[config.mk]
export PLATFORM = sky130hd
export DESIGN_NAME = draw_sequencer_flat
export DESIGN_NICKNAME = d
export VERILOG_FILES = /design/src/rtl/draw_sequencer_pkg.sv /design/src/rtl/draw_sequencer_if.sv /design/src/rtl/draw_sequencer_rect_scanner.sv /design/src/rtl/draw_sequencer.sv /design/src/flat_wrapper.sv
export SDC_FILE = /design/constraint.sdc
export NUM_CORES = 1
export LEC_CHECK = 0
export BUFFER_PORTS_ARGS = -buffer_cell sky130_fd_sc_hd__buf_2
export CORE_MARGIN = 10
export CORE_UTILIZATION = 50
export DETAILED_ROUTE_END_ITERATION = 16
export GPL_ROUTABILITY_DRIVEN = 1
export PLACE_DENSITY = 0.69
export RECOVER_POWER = 100
export SYNTH_ARGS = -nofsm -noshare
export SYNTH_HDL_FRONTEND = slang
export SYNTH_HIERARCHICAL = 1
export SYNTH_SLANG_ARGS = --single-unit
[constraint.sdc]
create_clock -name clkf -period 8.6 [get_ports clkf]
set_input_delay 0.43 -clock clkf [delete_from_list [all_inputs] [get_ports clkf]]
set_output_delay 0.43 -clock clkf [all_outputs]
set_load 0.01 [all_outputs]
[src/rtl/draw_sequencer_pkg.sv]
// Shared types for the frame draw sequencer: FSM states, erase/draw phase and box geometry.
package draw_seq_pkg;

  localparam int unsigned COORD_W = 11;

  typedef enum logic [1:0] {IDLE, SELECT, SCAN, DONE} state_t;
  typedef enum logic {ERASE, DRAW} phase_t;

  typedef struct packed {
    logic [COORD_W-1:0] llx;
    logic [COORD_W-1:0] lly;
    logic [COORD_W-1:0] trx;
    logic [COORD_W-1:0] try;
  } box_t;

  // A box with an inverted edge covers no pixels.
  function automatic logic box_degenerate(input box_t b);
    return (b.trx < b.llx) || (b.try < b.lly);
  endfunction

endpackage

[src/rtl/draw_sequencer_if.sv]
// Object-request / pixel-stream bundle between the game-object logic and the draw sequencer.
interface draw_seq_if #(
  parameter int unsigned N_OBJ = 4,
  parameter int unsigned CW    = 1
);
  logic                                               start;
  logic [N_OBJ-1:0]                                   req;
  logic [N_OBJ-1:0][draw_seq_pkg::COORD_W-1:0]        llx;
  logic [N_OBJ-1:0][draw_seq_pkg::COORD_W-1:0]        lly;
  logic [N_OBJ-1:0][draw_seq_pkg::COORD_W-1:0]        trx;
  logic [N_OBJ-1:0][draw_seq_pkg::COORD_W-1:0]        try;
  logic [N_OBJ-1:0][CW-1:0]                           color;
  logic [draw_seq_pkg::COORD_W-1:0]                   x;
  logic [draw_seq_pkg::COORD_W-1:0]                   y;
  logic [CW-1:0]                                      pix_color;
  logic                                               pix_we;
  logic [N_OBJ-1:0]                                   grant;
  logic                                               busy;
  logic                                               done;

  modport master (
    output start, req, llx, lly, trx, try, color,
    input  x, y, pix_color, pix_we, grant, busy, done
  );

  modport slave (
    input  start, req, llx, lly, trx, try, color,
    output x, y, pix_color, pix_we, grant, busy, done
  );
endinterface

[src/rtl/draw_sequencer_rect_scanner.sv]
// Column-major rectangle walker: y runs lly..try, then x steps; last flags the final pixel.
module rect_scanner
  import draw_seq_pkg::*;
(
  input  logic               clkf,
  input  logic               reset,
  input  logic               load,
  input  logic               advance,
  input  box_t               box,
  output logic [COORD_W-1:0] x,
  output logic [COORD_W-1:0] y,
  output logic [COORD_W-1:0] x_nxt_c,
  output logic [COORD_W-1:0] y_nxt_c,
  output logic               last_c
);

  logic [COORD_W-1:0] x_q, x_d, y_q, y_d;
  logic [COORD_W-1:0] lly_q, lly_d, trx_q, trx_d, try_q, try_d;

  always_comb begin
    x_d   = x_q;
    y_d   = y_q;
    lly_d = lly_q;
    trx_d = trx_q;
    try_d = try_q;
    if (load) begin
      x_d   = box.llx;
      y_d   = box.lly;
      lly_d = box.lly;
      trx_d = box.trx;
      try_d = box.try;
    end else if (advance) begin
      if (y_q == try_q) begin
        y_d = lly_q;
        x_d = x_q + COORD_W'(1);
      end else begin
        y_d = y_q + COORD_W'(1);
      end
    end
  end

  always_ff @(posedge clkf) begin
    if (!reset) begin
      x_q   <= '0;
      y_q   <= '0;
      lly_q <= '0;
      trx_q <= '0;
      try_q <= '0;
    end else begin
      x_q   <= x_d;
      y_q   <= y_d;
      lly_q <= lly_d;
      trx_q <= trx_d;
      try_q <= try_d;
    end
  end

  assign x       = x_q;
  assign y       = y_q;
  assign x_nxt_c = x_d;
  assign y_nxt_c = y_d;
  assign last_c  = (x_q == trx_q) && (y_q == try_q);

endmodule

[src/rtl/draw_sequencer.sv]
// Frame scheduler: erases every previously drawn box, then draws the requested boxes in index order.
module draw_sequencer
  import draw_seq_pkg::*;
#(
  parameter int unsigned    N_OBJ = 4,
  parameter int unsigned    CW    = 1,
  parameter int unsigned    SCR_W = 640,
  parameter int unsigned    SCR_H = 480,
  parameter logic [CW-1:0]  BG    = '0
) (
  input  logic       clkf,
  input  logic       reset,
  draw_seq_if.slave  bus
);

  localparam int unsigned IW = (N_OBJ > 1) ? $clog2(N_OBJ) : 1;

  state_t                   state_q, state_d;
  phase_t                   phase_q, phase_d;
  logic [N_OBJ-1:0]         pend_q, pend_d;
  logic [N_OBJ-1:0]         snap_req_q, snap_req_d;
  logic [N_OBJ-1:0]         old_valid_q, old_valid_d;
  box_t [N_OBJ-1:0]         snap_box_q, snap_box_d;
  box_t [N_OBJ-1:0]         old_box_q, old_box_d;
  logic [N_OBJ-1:0][CW-1:0] snap_col_q, snap_col_d;
  logic [IW-1:0]            cur_q, cur_d;

  logic [CW-1:0]            pix_color_q, pix_color_d;
  logic                     pix_we_q, pix_we_d;
  logic [N_OBJ-1:0]         grant_q, grant_d;
  logic                     busy_q, busy_d;
  logic                     done_q, done_d;

  logic [IW-1:0]            sel_c;
  logic                     any_c;
  box_t                     sel_box_c;
  logic                     load_c, adv_c, last_c;
  logic [COORD_W-1:0]       scan_x, scan_y, x_nxt_c, y_nxt_c;

  // Lowest-index pending object and the box it would use in the current phase.
  always_comb begin
    sel_c = '0;
    any_c = |pend_q;
    for (int i = N_OBJ - 1; i >= 0; i--) begin
      if (pend_q[i]) sel_c = IW'(i);
    end
    sel_box_c = (phase_q == ERASE) ? old_box_q[sel_c] : snap_box_q[sel_c];
  end

  rect_scanner u_scan (
    .clkf    (clkf),
    .reset   (reset),
    .load    (load_c),
    .advance (adv_c),
    .box     (sel_box_c),
    .x       (scan_x),
    .y       (scan_y),
    .x_nxt_c (x_nxt_c),
    .y_nxt_c (y_nxt_c),
    .last_c  (last_c)
  );

  always_comb begin
    state_d     = state_q;
    phase_d     = phase_q;
    pend_d      = pend_q;
    snap_req_d  = snap_req_q;
    snap_box_d  = snap_box_q;
    snap_col_d  = snap_col_q;
    old_valid_d = old_valid_q;
    old_box_d   = old_box_q;
    cur_d       = cur_q;
    load_c      = 1'b0;
    adv_c       = 1'b0;
    pix_color_d = '0;
    pix_we_d    = 1'b0;
    grant_d     = '0;

    unique case (state_q)
      IDLE: begin
        if (bus.start) begin
          snap_req_d = bus.req;
          snap_col_d = bus.color;
          for (int i = 0; i < N_OBJ; i++) begin
            snap_box_d[i] = '{llx: bus.llx[i], lly: bus.lly[i], trx: bus.trx[i], try: bus.try[i]};
          end
          phase_d = ERASE;
          pend_d  = old_valid_q;
          state_d = SELECT;
        end
      end
      SELECT: begin
        if (any_c) begin
          if (box_degenerate(sel_box_c)) begin
            pend_d[sel_c] = 1'b0;
            if (phase_q == DRAW) old_valid_d[sel_c] = 1'b0;
          end else begin
            load_c  = 1'b1;
            cur_d   = sel_c;
            state_d = SCAN;
          end
        end else if (phase_q == ERASE) begin
          // Objects not requested this frame stay erased afterwards.
          phase_d     = DRAW;
          pend_d      = snap_req_q;
          old_valid_d = old_valid_q & snap_req_q;
        end else begin
          state_d = DONE;
        end
      end
      SCAN: begin
        if (last_c) begin
          pend_d[cur_q] = 1'b0;
          if (phase_q == DRAW) begin
            old_box_d[cur_q]   = snap_box_q[cur_q];
            old_valid_d[cur_q] = 1'b1;
          end
          state_d = SELECT;
        end else begin
          adv_c = 1'b1;
        end
      end
      DONE:    state_d = IDLE;
      default: state_d = IDLE;
    endcase

    busy_d = (state_d != IDLE);
    done_d = (state_d == DONE);
    if (state_d == SCAN) begin
      grant_d     = N_OBJ'(1) << cur_d;
      pix_color_d = (phase_q == ERASE) ? BG : snap_col_q[cur_d];
      pix_we_d    = (32'(x_nxt_c) < SCR_W) && (32'(y_nxt_c) < SCR_H);
    end
  end

  always_ff @(posedge clkf) begin
    if (!reset) begin
      state_q     <= IDLE;
      phase_q     <= ERASE;
      pend_q      <= '0;
      snap_req_q  <= '0;
      snap_box_q  <= '0;
      snap_col_q  <= '0;
      old_valid_q <= '0;
      old_box_q   <= '0;
      cur_q       <= '0;
      pix_color_q <= '0;
      pix_we_q    <= 1'b0;
      grant_q     <= '0;
      busy_q      <= 1'b0;
      done_q      <= 1'b0;
    end else begin
      state_q     <= state_d;
      phase_q     <= phase_d;
      pend_q      <= pend_d;
      snap_req_q  <= snap_req_d;
      snap_box_q  <= snap_box_d;
      snap_col_q  <= snap_col_d;
      old_valid_q <= old_valid_d;
      old_box_q   <= old_box_d;
      cur_q       <= cur_d;
      pix_color_q <= pix_color_d;
      pix_we_q    <= pix_we_d;
      grant_q     <= grant_d;
      busy_q      <= busy_d;
      done_q      <= done_d;
    end
  end

  assign bus.x         = scan_x;
  assign bus.y         = scan_y;
  assign bus.pix_color = pix_color_q;
  assign bus.pix_we    = pix_we_q;
  assign bus.grant     = grant_q;
  assign bus.busy      = busy_q;
  assign bus.done      = done_q;

endmodule
[src/flat_wrapper.sv]
// flat-port wrapper written by rule: the top's interface ports become plain ports
module draw_sequencer_flat import draw_seq_pkg::*;
#(
  parameter int unsigned    N_OBJ = 4,
  parameter int unsigned    CW    = 1,
  parameter int unsigned    SCR_W = 640,
  parameter int unsigned    SCR_H = 480,
  parameter logic [CW-1:0]  BG    = '0
)
  (clkf, reset, bus_start, bus_req, bus_llx, bus_lly, bus_trx, bus_try, bus_color, bus_x, bus_y, bus_pix_color, bus_pix_we, bus_grant, bus_busy, bus_done);
  draw_seq_if #(.N_OBJ(N_OBJ), .CW(CW)) bus_i ();
  input  logic clkf;
  input  logic reset;
  input wire logic [$bits(bus_i.start)-1:0] bus_start;
  input wire logic [$bits(bus_i.req)-1:0] bus_req;
  input wire logic [$bits(bus_i.llx)-1:0] bus_llx;
  input wire logic [$bits(bus_i.lly)-1:0] bus_lly;
  input wire logic [$bits(bus_i.trx)-1:0] bus_trx;
  input wire logic [$bits(bus_i.try)-1:0] bus_try;
  input wire logic [$bits(bus_i.color)-1:0] bus_color;
  output wire logic [$bits(bus_i.x)-1:0] bus_x;
  output wire logic [$bits(bus_i.y)-1:0] bus_y;
  output wire logic [$bits(bus_i.pix_color)-1:0] bus_pix_color;
  output wire logic [$bits(bus_i.pix_we)-1:0] bus_pix_we;
  output wire logic [$bits(bus_i.grant)-1:0] bus_grant;
  output wire logic [$bits(bus_i.busy)-1:0] bus_busy;
  output wire logic [$bits(bus_i.done)-1:0] bus_done;
  assign bus_i.start = bus_start;
  assign bus_i.req = bus_req;
  assign bus_i.llx = bus_llx;
  assign bus_i.lly = bus_lly;
  assign bus_i.trx = bus_trx;
  assign bus_i.try = bus_try;
  assign bus_i.color = bus_color;
  assign bus_x = bus_i.x;
  assign bus_y = bus_i.y;
  assign bus_pix_color = bus_i.pix_color;
  assign bus_pix_we = bus_i.pix_we;
  assign bus_grant = bus_i.grant;
  assign bus_busy = bus_i.busy;
  assign bus_done = bus_i.done;
  draw_sequencer #(.N_OBJ(N_OBJ), .CW(CW), .SCR_W(SCR_W), .SCR_H(SCR_H), .BG(BG)) u_core (.clkf(clkf), .reset(reset), .bus(bus_i));
endmodule
==> reports/qor.csv, run 1 <==
stage,metric,value,unit
place,HPWL after DPL,48400,um
run_status,failing checks,"capacitance limit, slew limit",
finish,Post-layout nets,2817,
clocking,cts-stage hold buffer count,0,
sta,f_max,0.145,GHz
global_routing,largest net degree at the start of global routing,154,
critical_path,CP Launch Type,register,
synthesis,synthesized area,0.0210,sq mm
synthesis,synthesized area per cell,8.23,sq um
power,Pwr Density,289,mW/mm^2
critical_path,R2R cell count,9,
clocking,largest buffer count on any clock path,3,
route,Vias/cell,6.11,
route,DRC Markers,0,
power,clock power share,0.311,
critical_path,Reg2Reg Setup Slack,1.72,ns
synthesis,Syn Nets,2768,
route,Initial DRT Pass Iterations,6,
place,worst slack at placement,2.69,ns
global_routing,vias in the first global route,18100,
power,Reg power frac,0.363,
floorplanning,FP Rows,75,
floorplanning,Die H,225,um
sta,Final Hold Viols,0,
synthesis,Ys Warns,6,
clocking,clock latency on the worst-skew pair,0.59,ns
power,Int Pwr,4.19,mW
route,First DRT Iteration DRCs,2193,
critical_path,critical path peak fanout,72,
route,DR WL/cell,22.4,um
sta,Final period util,0.800,
sta,unrepaired setup endpoints after global routing,false,
synthesis,Post-Synthesis Cells,2555,
place,dpl cells,3094,
global_routing,initial antenna violation count,2,
global_routing,first-pass GRT wire length,108000,um
clocking,Root Driver,clkbuf_16,
place,Port Buffers,216,
clocking,post-CTS setup buffers,0,
finish,share of cells above drive strength 1,0.128,
power,Leak,8.54,nW
power,maximum vdd drop,0.168,mV
sta,Slew Limit Fails,468,
sta,setup TNS,0,ns
finish,fin util,0.566,
finish,register area,0.00874,sq mm
clocking,cts bufs inserted,47,
floorplanning,Die ar.,0.0506,sq mm
critical_path,critical path endpoint category,register,
power,Psw,2.63,mW
sta,relative slew slack,-2.27,
finish,Finished Layout Cells,3181,
sta,Tmin final,6.88,ns
clocking,cts repair resizes,0,
hold_path,Hold Crit Depth,3,
finish,area growth from synthesis to layout,12.5,%
run_status,status,"finished, violations left",
floorplanning,die width,225,um
flow_run,Max-Cap Viols,8,
power,Combinational Power Share,0.327,
route,via count,19400,
critical_path,Reg-to-Reg End,u_core/old_box_q[153],
sta,Slew @ Worst Pin,4.90,ns
global_routing,grt ovf,0,
clocking,CTS tree,yes,
sta,Final Skew,0.0150,ns
floorplanning,initial core utilization,0.503,
hold_path,hold_sp,bus_llx[25],
critical_path,r2r startpoint,u_core/u_scan/y[2],
place,GP Congestion,0.940,
hold_path,worst min path class,in2reg,
clocking,"CTS clk-pin slew, worst paths",0.06,ns
power,Overall Power,6.83,mW
finish,Fillers,3804,
hold_path,WHS Endpoint,u_core/snap_box_q[124],
critical_path,crit path DAT,7.33,ns
floorplanning,core area,0.0418,sq mm
critical_path,worst setup path category,reg2reg,
clocking,clk sink count,436,
clocking,H-tree depth,2,
power,sw frac,0.386,
route,final wirelength,71200,um
floorplanning,Top Ports,217,
sta,Finish-stage setup viols,0,
sta,post-layout worst setup margin,1.72,ns
global_routing,gr usage total,0.270,
critical_path,Worst Path Required,9.06,ns
finish,area of the multi-input gates,0.0113,sq mm
route,post-route ant nets,0,
## registers in the layout, summed over array words and instances (netlist names), 11 cells and up
register	flops
u_core/u_scan/try_q	11
u_core/u_scan/y	11
u_core/u_scan/x	11
u_core/old_box_q	176
u_core/snap_box_q	176
u_core/u_scan/lly_q	11
u_core/u_scan/trx_q	11
## placed cells by master, fill, tap and decap left out, types with 21 or more instances in the layout
cell	instances
nand2_1	633
buf_4	21
a221o_1	29
o221ai_1	26
nand4b_1	88
clkbuf_1	44
nor4b_1	45
nor3_1	25
buf_2	185
clkbuf_16	48
nor2_1	95
ha_1	26
dfxtp_1	433
a221oi_1	56
inv_1	31
a21boi_0	319
mux2i_1	37
or2_2	23
a21oi_1	86
nand3_1	52
nor2b_1	53
nand4_1	59
## power groups by stage
| stage | sequential [mW] | combinational (mW) | clock, mW |
|---|---|---|---|
| 6_report | 2.48 | 2.23 | 2.12 |
| 5_1_grt | 2.49 | 2.43 | 2.21 |
| 4_1_cts | 2.46 | 2.22 | 2.14 |
| 3_5_place_dp | 2.51 | 2.21 | 0 |
| 3_3_place_gp | 2.50 | 2.17 | 0 |
| 2_1_floorplan | 2.35 | 1.56 | 0 |
## worst max-delay path, stage by stage (launching register included)
cell and delay (ns):
dfxtp_1 0.55, xor2_1 0.17, nor4_4 0.57, nand3_1 0.30
nor4_1 0.84, and3_1 2.35, nand3_1 0.29, clkbuf_1 1.11
nand2_1 0.37, a21boi_0 0.13
## stage by stage
step | cell area [sq um] | hold WS (ns)
final | 23600 | 0.0865
after global routing | 23600 | 0.0844
after CTS | 23700 | 0.0666
after detailed placement | 22100 | 0.460
after global placement | 22100 | 0.448
after floorplan | 21000 | 0.439
## metal layers
layer | routed length [um] | GRT usage
met1 | 31500 | 0.377
met2 | 30500 | 0.398
met3 | 7280 | 0.0707
met4 | 1910 | 0.0880
met5 | 13 | 0
## worst max path at each step
stage | start | cells after the start | slack, ns | end
final | u_core/u_scan/y[2] | 9 | 1.72 | u_core/old_box_q[153]
after global routing | u_core/u_scan/y[2] | 9 | 1.29 | u_core/old_box_q[167]
after CTS | u_core/pend_q[0] | 19 | 2.66 | u_core/u_scan/y[0]
after detailed placement | u_core/pend_q[0] | 19 | 2.69 | u_core/u_scan/y[0]
after global placement | u_core/pend_q[0] | 17 | 2.86 | u_core/u_scan/y[0]
after floorplan | u_core/pend_q[0] | 23 | 3.72 | u_core/bus.pix_we
## final cells by class
type / count / area share
Timing Repair Buffer: 243 / 0.0523
Sequential cell: 436 / 0.370
Clock inverter: 19 / 0.0104
Antenna cell: 1 / 0.000106
Clock buffer: 67 / 0.0576
Multi-Input combinational cell: 1844 / 0.476
Inverter: 32 / 0.00508
Tap cell: 539 / 0.0285
No activity file was read; power rests on OpenSTA's default activity.
==> run 2, diff against run 1 <==
- clock period: 8.6 -> 7 ns (I/O delays scaled with it)
==> reports/qor.csv, run 2 (synthesis results as in run 1) <==
stage,metric,value,unit
run_status,status,"finished, violations left",
run_status,failing checks,"capacitance limit, slew limit",
clocking,clock latency on the worst-skew pair,0.59,ns
global_routing,vias in the first global route,18600,
clocking,largest buffer count on any clock path,3,
finish,fin util,0.565,
sta,Slew @ Worst Pin,3.79,ns
clocking,clk sink count,436,
route,Vias/cell,6.26,
finish,share of cells above drive strength 1,0.126,
critical_path,R2R cell count,9,
clocking,Root Driver,clkbuf_16,
critical_path,crit path DAT,6.77,ns
power,Leak,8.53,nW
sta,Final period util,0.901,
finish,Ant. Diodes,0,
finish,Largest regs,"u_core/old_box_q (176), u_core/snap_box_q (176)",
clocking,H-tree depth,2,
place,GP Congestion,0.930,
route,post-route ant nets,0,
critical_path,worst setup path category,reg2reg,
global_routing,grt ovf,0,
sta,Slew Limit Fails,410,
floorplanning,core area,0.0418,sq mm
clocking,CTS tree,yes,
critical_path,r2r startpoint,u_core/u_scan/y[2],
power,maximum vdd drop,0.185,mV
floorplanning,FP Rows,75,
hold_path,Hold Crit Depth,3,
floorplanning,Top Ports,217,
flow_run,Max-Cap Viols,6,
global_routing,first-pass GRT wire length,111000,um
power,Pwr Density,350,mW/mm^2
route,Initial DRT Pass Iterations,8,
clocking,cts repair resizes,0,
route,DR WL/cell,22.9,um
hold_path,worst min path class,in2reg,
sta,setup TNS,0,ns
floorplanning,Die ar.,0.0506,sq mm
global_routing,initial antenna violation count,1,
critical_path,Reg-to-Reg End,u_core/old_box_q[14],
place,Port Buffers,216,
floorplanning,initial core utilization,0.503,
critical_path,critical path endpoint category,register,
route,via count,19900,
sta,Final Skew,0.0222,ns
floorplanning,Die H,225,um
global_routing,largest net degree at the start of global routing,138,
critical_path,critical path peak fanout,30,
critical_path,Worst Path Required,7.46,ns
route,First DRT Iteration DRCs,2259,
finish,most frequent cells in the layout,"633 x nand2_1, 433 x dfxtp_1, 319 x a21boi_0",
sta,Finish-stage setup viols,0,
sta,unrepaired setup endpoints after global routing,false,
route,DRC Markers,0,
clocking,"CTS clk-pin slew, worst paths",0.06,ns
hold_path,hold_sp,bus_lly[29],
finish,area growth from synthesis to layout,12.3,%
critical_path,CP Launch Type,register,
sta,f_max,0.159,GHz
critical_path,Reg2Reg Setup Slack,0.69,ns
hold_path,WHS Endpoint,u_core/snap_box_q[117],
sta,Final Hold Viols,0,
sta,Tmin final,6.31,ns
place,HPWL after DPL,49400,um
sta,post-layout worst setup margin,0.691,ns
sta,relative slew slack,-1.53,
finish,Post-layout nets,2824,
place,worst slack at placement,1.40,ns
route,final wirelength,72700,um
finish,"most common cell after layout, fill and taps aside",nand2_1,
global_routing,gr usage total,0.277,
clocking,cts bufs inserted,47,
floorplanning,die width,225,um
[run 2: layout make-up]
type	count	area [sq um]
inverters	32	120
repair buffers	250	1300
well taps	539	674
flip-flops and latches	436	8740
fillers	3819	18200
clock buffers	74	1450
clock inverters	6	80.1
multi-input cells	1844	11200
[run 2: worst max-delay path, cell delays in order (launching register included)]
cell and delay, ns:
dfxtp_1 0.59, xor2_2 0.11, nor4_1 1.20, nand3_1 0.47, nor4_1 0.86, nand3_1 1.09, or3_1 1.08, buf_4 0.44
a21oi_1 0.23, nor2b_1 0.06
[run 2: how the worst max path moves through the flow]
stage                             startpoint                   end  slack [ns]  cells past startpoint
final                     u_core/u_scan/y[2]  u_core/old_box_q[14]        0.69                      9
after CTS                   u_core/pend_q[0]    u_core/u_scan/y[0]        1.38                     18
after detailed placement    u_core/pend_q[0]    u_core/u_scan/y[0]        1.40                     18
after floorplan             u_core/pend_q[0]     u_core/bus.pix_we        2.12                     23
after global placement      u_core/pend_q[0]    u_core/u_scan/y[0]        1.58                     18
after global routing      u_core/u_scan/y[2]  u_core/old_box_q[14]        0.54                      9
[run 2: power breakdown]
part           internal [mW]  switching, mW
Combinational          0.950           1.76
Clock                   1.48           1.01
Sequential              2.70          0.356
[run 2: what timing repair did]
item                                   CTS  global route
endpoints found under the hold margin    2             0
setup buffers                            0             0
hold buffers                             2             0
[run 2: routing by layer]
metal | track usage | wire (um)
met3 | 0.0579 | 7380
met2 | 0.412 | 31500
met1 | 0.393 | 32000
met5 | 0 | 0
met4 | 0.0818 | 1840
[run 2: through the flow]
step	total power, mW	hold slack (ns)	std cells	area, sq um
after floorplan	4.80	0.439	2555	21000
after global placement	5.68	0.447	3099	22200
after global routing	8.63	0.0168	3181	23600
after CTS	8.23	0.000319	3181	23700
final	8.26	0.0195	3181	23600
after detailed placement	5.75	0.458	3099	22200
